==> config.mk <==
export PLATFORM = sky130hd
export DESIGN_NAME = pattern_sequencer
export DESIGN_NICKNAME = d
export VERILOG_FILES = /design/src/rtl/pattern_sequencer.sv
export SDC_FILE = /design/constraint.sdc
export NUM_CORES = 1
export LEC_CHECK = 0
export CAP_MARGIN = 10
export CORE_MARGIN = 10
export CORE_UTILIZATION = 53
export DETAILED_ROUTE_END_ITERATION = 6
export PLACE_DENSITY = 0.87
export SYNTH_ARGS = -nofsm -noshare
export SYNTH_HDL_FRONTEND = slang
export SYNTH_SLANG_ARGS = --single-unit
==> constraint.sdc <==
create_clock -name i_clk -period 2.3 [get_ports i_clk]
set_clock_uncertainty 0.05 [all_clocks]
set_input_delay 0.23 -clock i_clk [delete_from_list [all_inputs] [get_ports i_clk]]
set_output_delay 0.23 -clock i_clk [all_outputs]
set_load 0.02 [all_outputs]
==> src/rtl/pattern_sequencer.sv <==
// ---------------------------------------------------------------------------
// pattern_sequencer
//
// Selects which test pattern a downstream pattern generator displays.
// Pattern changes are only ever applied at a frame boundary (rising edge of
// vertical blank) so the picture never tears mid-frame.
//
// Two modes:
//   MANUAL - the pattern only moves on user next/prev requests.
//   AUTO   - the pattern advances by one every FRAMES_PER_PATTERN frames.
//            User requests still take effect and restart the frame count.
//
// User requests are remembered in a one-deep "pending" register. The most
// recent request wins. The request is applied at the next frame boundary.
//
// Ports
//   i_clk          pixel clock; all state changes on its rising edge
//   i_rst_n        synchronous active-low reset
//   i_vblank       vertical blank flag from the timing generator
//   i_next         one-cycle request to step the pattern forward
//   i_prev         one-cycle request to step the pattern back
//   i_auto_toggle  one-cycle request to flip between MANUAL and AUTO
//   o_pattern_sel  registered pattern index (0 .. NUM_PATTERNS-1)
//   o_auto         high while in AUTO mode (the mode FSM state)
//   o_frame_tick   one-cycle pulse, high in the cycle after the vblank rise
//   o_pending      high while a manual request waits for a frame boundary
// ---------------------------------------------------------------------------
module pattern_sequencer #(
    parameter int unsigned NUM_PATTERNS       = 8,   // 2..8
    parameter int unsigned FRAMES_PER_PATTERN = 120  // 1..1023
) (
    input  logic       i_clk,
    input  logic       i_rst_n,
    input  logic       i_vblank,
    input  logic       i_next,
    input  logic       i_prev,
    input  logic       i_auto_toggle,
    output logic [2:0] o_pattern_sel,
    output logic       o_auto,
    output logic       o_frame_tick,
    output logic       o_pending
);

    localparam logic [2:0] LAST_PAT   = 3'(NUM_PATTERNS - 1);
    localparam logic [9:0] LAST_FRAME = 10'(FRAMES_PER_PATTERN - 1);

    typedef enum logic {
        MODE_MANUAL = 1'b0,
        MODE_AUTO   = 1'b1
    } mode_e;

    typedef enum logic [1:0] {
        PEND_NONE = 2'd0,
        PEND_NEXT = 2'd1,
        PEND_PREV = 2'd2
    } pend_e;

    // -----------------------------------------------------------------------
    // State registers and their next-state values
    // -----------------------------------------------------------------------
    mode_e      mode_q,     mode_d;
    pend_e      pend_q,     pend_d;
    logic [2:0] pat_q,      pat_d;
    logic [9:0] cnt_q,      cnt_d;
    logic       vblank_q,   vblank_d;
    logic       tick_q,     tick_d;

    // -----------------------------------------------------------------------
    // Helper terms
    // -----------------------------------------------------------------------
    logic       boundary;
    logic       req_next;
    logic       req_prev;
    logic [2:0] pat_inc;
    logic [2:0] pat_dec;

    // vblank_q resets high, so a vblank that is already high when reset
    // releases is not mistaken for a rising edge.
    assign boundary = i_vblank & ~vblank_q;

    // Simultaneous next and prev cancel out and leave pending untouched.
    assign req_next = i_next & ~i_prev;
    assign req_prev = i_prev & ~i_next;

    // Wrapping step in both directions over 0 .. NUM_PATTERNS-1.
    assign pat_inc = (pat_q == LAST_PAT) ? 3'd0     : pat_q + 3'd1;
    assign pat_dec = (pat_q == 3'd0)     ? LAST_PAT : pat_q - 3'd1;

    // -----------------------------------------------------------------------
    // Next-state logic
    // -----------------------------------------------------------------------
    always_comb begin
        mode_d   = mode_q;
        pend_d   = pend_q;
        pat_d    = pat_q;
        cnt_d    = cnt_q;
        vblank_d = i_vblank;
        tick_d   = boundary;

        if (boundary) begin
            unique case (pend_q)
                PEND_NEXT: begin
                    pat_d = pat_inc;
                    cnt_d = 10'd0;
                end
                PEND_PREV: begin
                    pat_d = pat_dec;
                    cnt_d = 10'd0;
                end
                default: begin
                    // No manual request: only AUTO mode counts frames.
                    // MANUAL leaves the counter at 0.
                    if (mode_q == MODE_AUTO) begin
                        if (cnt_q == LAST_FRAME) begin
                            cnt_d = 10'd0;
                            pat_d = pat_inc;
                        end else begin
                            cnt_d = cnt_q + 10'd1;
                        end
                    end
                end
            endcase
            pend_d = PEND_NONE;
        end

        // A request sampled in the boundary cycle overrides the clear above,
        // so it survives and is applied at the following boundary.
        if (req_next) begin
            pend_d = PEND_NEXT;
        end else if (req_prev) begin
            pend_d = PEND_PREV;
        end

        // Mode change always restarts the frame count from zero.
        if (i_auto_toggle) begin
            mode_d = (mode_q == MODE_AUTO) ? MODE_MANUAL : MODE_AUTO;
            cnt_d  = 10'd0;
        end
    end

    // -----------------------------------------------------------------------
    // Registers: mode FSM, pending request, pattern, frame counter, edge
    // detector and frame tick, all with synchronous active-low reset.
    // -----------------------------------------------------------------------
    always_ff @(posedge i_clk) begin
        if (!i_rst_n) begin
            mode_q   <= MODE_MANUAL;
            pend_q   <= PEND_NONE;
            pat_q    <= 3'd0;
            cnt_q    <= 10'd0;
            vblank_q <= 1'b1;
            tick_q   <= 1'b0;
        end else begin
            mode_q   <= mode_d;
            pend_q   <= pend_d;
            pat_q    <= pat_d;
            cnt_q    <= cnt_d;
            vblank_q <= vblank_d;
            tick_q   <= tick_d;
        end
    end

    // -----------------------------------------------------------------------
    // Outputs (all straight from registers)
    // -----------------------------------------------------------------------
    assign o_pattern_sel = pat_q;
    assign o_auto        = (mode_q == MODE_AUTO);
    assign o_frame_tick  = tick_q;
    assign o_pending     = (pend_q != PEND_NONE);

endmodule

Word level (Yosys, flattened, before mapping). Index checks and enable logic that the tools add are counted.

Multiply operators: 0. $lt $le $gt $ge: 0. Equal/unequal tests: 4. Div/mod/pow operators: 0. $add $sub $neg: 3. Bitwise logic cells: 7. Shifts and indexed selects: 0. Reduce and logical (&&, ||, !) cells: 12. Multiplexer cells: 12.

Operators by type and width (count): 10-bit two-way mux (3); 3-bit two-way mux (4); 10-bit by 1-bit adder with 10-bit output (second input constant) (1); 10-bit by 7-bit == test with 1-bit output (second input constant) (1); 3-bit nonzero test (3); 3-bit case mux with 2 select lines (1); 2-bit nonzero test (3); 2-bit OR reduction (3); 2-bit two-way mux (2); 1-bit NOT (4); 3-bit by 1-bit adder with 3-bit output (second input constant) (1); 1-bit bitwise AND (3); 3-bit == test (second input constant) (1); 3-bit logical NOT (1); 3-bit AND reduction (1); 3-bit by 1-bit subtractor with 3-bit output (second input constant) (1); 2-bit by 1-bit == test with 1-bit output (second input constant) (1); 2-bit == test (second input constant) (1); 1-bit two-way mux (2); 2-bit AND reduction (1).

Input port bits: 6. Register bits: 18. Memories: 0. Memory bits (writable): 0. Latch bits: 0. Bits in read-only memories: 0. Output and inout port bits: 6.

Longest topological paths before layout. Gate-level depths: netlist of the first run.

Depth after elaboration: 5. Depth in mapped cells: 6. Gate-level depth less buffers: 6.

Least setup slack after synthesis of the first run. Ideal clock, no wire load.

Path kind: reg-to-reg. From: register pend_q[0]. To: register cnt_q[6]. Buffers on the path: 0. Slack: 0.314 ns. Cell stages (with the launch flop): 7. Arrival time: 1.864 ns. Period minus slack after synthesis: 1.986 ns. Cell sequence: dfxtp_1 > inv_1 > ha_1 > nor2_1 > or4_4 > or4b_1 > a21oi_1.

Cells in the longest elaborated chain, start to end: 4.

Ends and longest elaborated chain: start: declaration (RTL line 62) `pend_e pend_q, pend_d;`; start signal: assignment (RTL line 155) `pend_q <= pend_d;`; 2-bit == test or 2-bit by 1-bit == test with 1-bit output (tied branches) (RTL line 101) `unique case (pend_q)`; 2-bit OR reduction (no line) (*); 2-bit nonzero test (no line); 2-bit AND reduction (no line); end signal: assignment (RTL line 157) `cnt_q <= cnt_d;`; end: declaration (RTL line 64) `logic [9:0] cnt_q, cnt_d;`.

Every way passes the cells marked *; elsewhere a longest branch is shown, timed or not. A chain may end at the register's enable or synchronous reset.

Final worst setup path of the first run. Same ends and word-level chain as after synthesis.

==> flow_summary_export.csv, run 1 <==
group,metric,value,unit
outcome,status,"complete, no violations",
sta,finalMaxSlewViolations,0,
setup_path,required,2.49,ns
synthesis,synthTopCellsByCount,"dfxtp_1, nand2_1, nor2_1, nand3_1",
clocking,cts_hold_buf,0,
global_route,grt_usage,0.103,
place,dpl.hpwl,1620,um
sta,hold_viol_final,0,
setup_path,path_max_fanout,5,
floorplanning,die_area,0.00398,mm^2
sta,worst_pin_slew,0.426,ns
synthesis,synth-xor-area-share,0.0445,
synthesis,synth_area,983,um^2
synthesis,synth_top_area_frac,0.366,
clocking,clk_pin_slew,0.10,ns
global_route,gr-total-overflow,0,
synthesis,ys_seq_elements,18,
synthesis,synthAdderAreaFrac,0.102,
synthesis,syn_nets,131,
setup_path,worstSetupStartpointType,"flip-flop",
drt,viasPerCell,5.79,
drt,drc,0,
drt,wire_per_inst,13.1,um
floorplanning,coreArea,0.00175,mm^2
global_route,grt_pass1_wl,3490,um
place,io_buffer_count,11,
global_route,antenna_found_initial,0,
synthesis,synth-edff-count,0,
clocking,cts.repair.resized,0,
clocking,clk_latency,0.30,ns
synthesis,synth-compound-area-share,0.159,
global_route,grt_pass1_vias,872,
synthesis,async_flop_share,0,
clocking,cts_root_buf,"clkbuf_4",
synthesis,yosys.area_share.simple,0.294,
finish,area_growth,18.6,%
finish,nNetsFinal,149,
pwr,powerDensity,484,mW/mm^2
synthesis,synth_area_leaders,"dfxtp_1, ha_1, nand3_1, a21oi_1, nand2_1",
synthesis,synth.largest_area_cell,"dfxtp_1",
floorplanning,fp.dieW,63.1,um
finish,post-route-util,0.668,
synthesis,yosys.cell_count.top_type,"dfxtp_1",
sta,setup_violations,0,
clocking,cts_max_level,1,
clocking,post_cts.repair.setup_buffers,0,
setup_path,cp-end-kind,"flip-flop",
finish,num_antenna_cells,0,
floorplanning,num_rows,15,
pwr,worst_ir_drop_vdd,351,uV
drt,dr.pass1.iters,7,
drt,routed_wl,2070,um
synthesis,synth_mux_area_frac,0,
synthesis,yosysUniqueCellTypes,34,
floorplanning,start_util,0.563,
sta,max_freq,473,MHz
drt,drt_iter0_drc,42,
finish,fin_cells,158,
sta,rsz0062_at_grt,"false",
clocking,clockBufferDepth,2,
place,dp_cells,155,
clocking,clock-sinks,18,
clocking,cts_tree,"yes",
drt,final_antenna_net_count,0,
place,gp_congestion,0.899,
synthesis,ys_seq_area_frac,0.366,
finish,drive_gt1_frac,0.0902,
synthesis,synth_ff_type,"dfxtp_1",
sta,fin_crit,2.11,ns
sta,whs,0.438,ns
sta,period_share,0.919,
sta,tns,0,ns
sta,slew_headroom,0.715,
setup_path,path_class,"flip-flop to flip-flop",
synthesis,synth_top_family_by_area,"simple AND/OR/NAND/NOR gates",
synthesis,ys_warn_count,0,
drt,vias,915,
clocking,cts_buffers,3,
pwr,p_leak,0.407,nW
setup_path,arrival,2.30,ns
synthesis,synth.avg_cell_area,8.41,um^2
global_route,grt_max_degree,11,
job,drv_cap,0,
min_path,hold_path_class,"flip-flop to flip-flop",
floorplanning,io_pins,12,
synthesis,synth_cells,117,
floorplanning,die_h,63.1,um
-- layout by cell type (no fill, tap or decap), types with 3 or more instances in the layout --
| cell | netlist | final |
|---|---|---|
| dfxtp_1 | 18 | 18 |
| clkdlybuf4s50_1 | 0 | 11 |
| nor2_1 | 10 | 10 |
| nand2_1 | 10 | 10 |
| nand3_1 | 9 | 9 |
| inv_1 | 8 | 8 |
| a21oi_1 | 8 | 8 |
| ha_1 | 8 | 8 |
| nand2b_1 | 6 | 6 |
| o21ai_0 | 4 | 4 |
| nor2b_1 | 3 | 3 |
| nand4_1 | 3 | 3 |
| a211oi_1 | 3 | 3 |
| xor2_1 | 3 | 3 |
| clkbuf_4 | 0 | 3 |
| buf_4 | 0 | 3 |
-- logic make-up after synthesis --
group / after synthesis
compound gates: 24
xor+xnor: 5
simple gates: 53
buf+inv: 9
fa+ha+maj: 8
flops: 18
-- worst max-delay path, stage by stage (launching register included) --
cell and delay, ns:
dfxtp_1 0.37, inv_1 0.07, ha_1 0.34, nor2_1 0.10, or4_4 0.51, or4b_1 0.48, a21oi_1 0.15
-- sequential cells by signal (all words and copies together), names as in the netlist --
name	flops
o_frame_tick	1
vblank_q	1
o_auto	1
pend_q	2
cnt_q	10
o_pattern_sel	3
-- final timing paths --
kind | start | to | slack, ns | cells after the start
worst max register to register | pend_q[0] | cnt_q[6] | 0.19 | 6
worst min register to register | cnt_q[9] | cnt_q[9] | 0.44 | 2
worst max-delay path | pend_q[0] | cnt_q[6] | 0.19 | 6
worst min-delay path | cnt_q[9] | cnt_q[9] | 0.44 | 2
-- stage by stage --
step	total power [mW]	setup slack, ns	instance area (um^2)
final	0.564	0.187	1170
after detailed placement	0.416	0.220	1140
after CTS	0.565	0.203	1170
after global placement	0.413	0.256	1140
after global routing	0.591	0.0823	1170
after floorplan	0.381	0.314	983
-- power by group --
part | total [mW] | internal, mW | switching [mW]
Clock | 0.155 | 0.0610 | 0.0936
Sequential | 0.325 | 0.318 | 0.00668
Combinational | 0.0847 | 0.0385 | 0.0461
Total | 0.564 | 0.418 | 0.146
-- layer usage --
metal  part of all wire  GRT usage  vias to the layer above
li1                   -          -                      449
met2               0.50      0.189                       29
met3              0.048     0.0212                        5
met5                  0          0                        -
met1               0.44      0.108                      432
met4              0.014     0.0503                        0
-- layout make-up --
| class | count | area (um^2) |
|---|---|---|
| clock buffers | 3 | 22.5 |
| fillers | 147 | 579 |
| inverters | 8 | 30.0 |
| multi-input cells | 90 | 589 |
| flip-flops and latches | 18 | 360 |
| well taps | 25 | 31.3 |
| repair buffers | 14 | 133 |
No activity file was read; power rests on OpenSTA's default activity.
==> run 2, diff against run 1 <==
--- a/config.mk
+++ b/config.mk
@@ -5,7 +5,6 @@
 export SDC_FILE = /design/constraint.sdc
 export NUM_CORES = 1
 export LEC_CHECK = 0
-export CAP_MARGIN = 10
 export CORE_MARGIN = 10
 export CORE_UTILIZATION = 53
 export DETAILED_ROUTE_END_ITERATION = 6
@@ -13,3 +12,4 @@
 export SYNTH_ARGS = -nofsm -noshare
 export SYNTH_HDL_FRONTEND = slang
 export SYNTH_SLANG_ARGS = --single-unit
+export TNS_END_PERCENT = 50
==> results of run 2 <==
The final DEF is identical to that of run 1; final timing and power are the same.
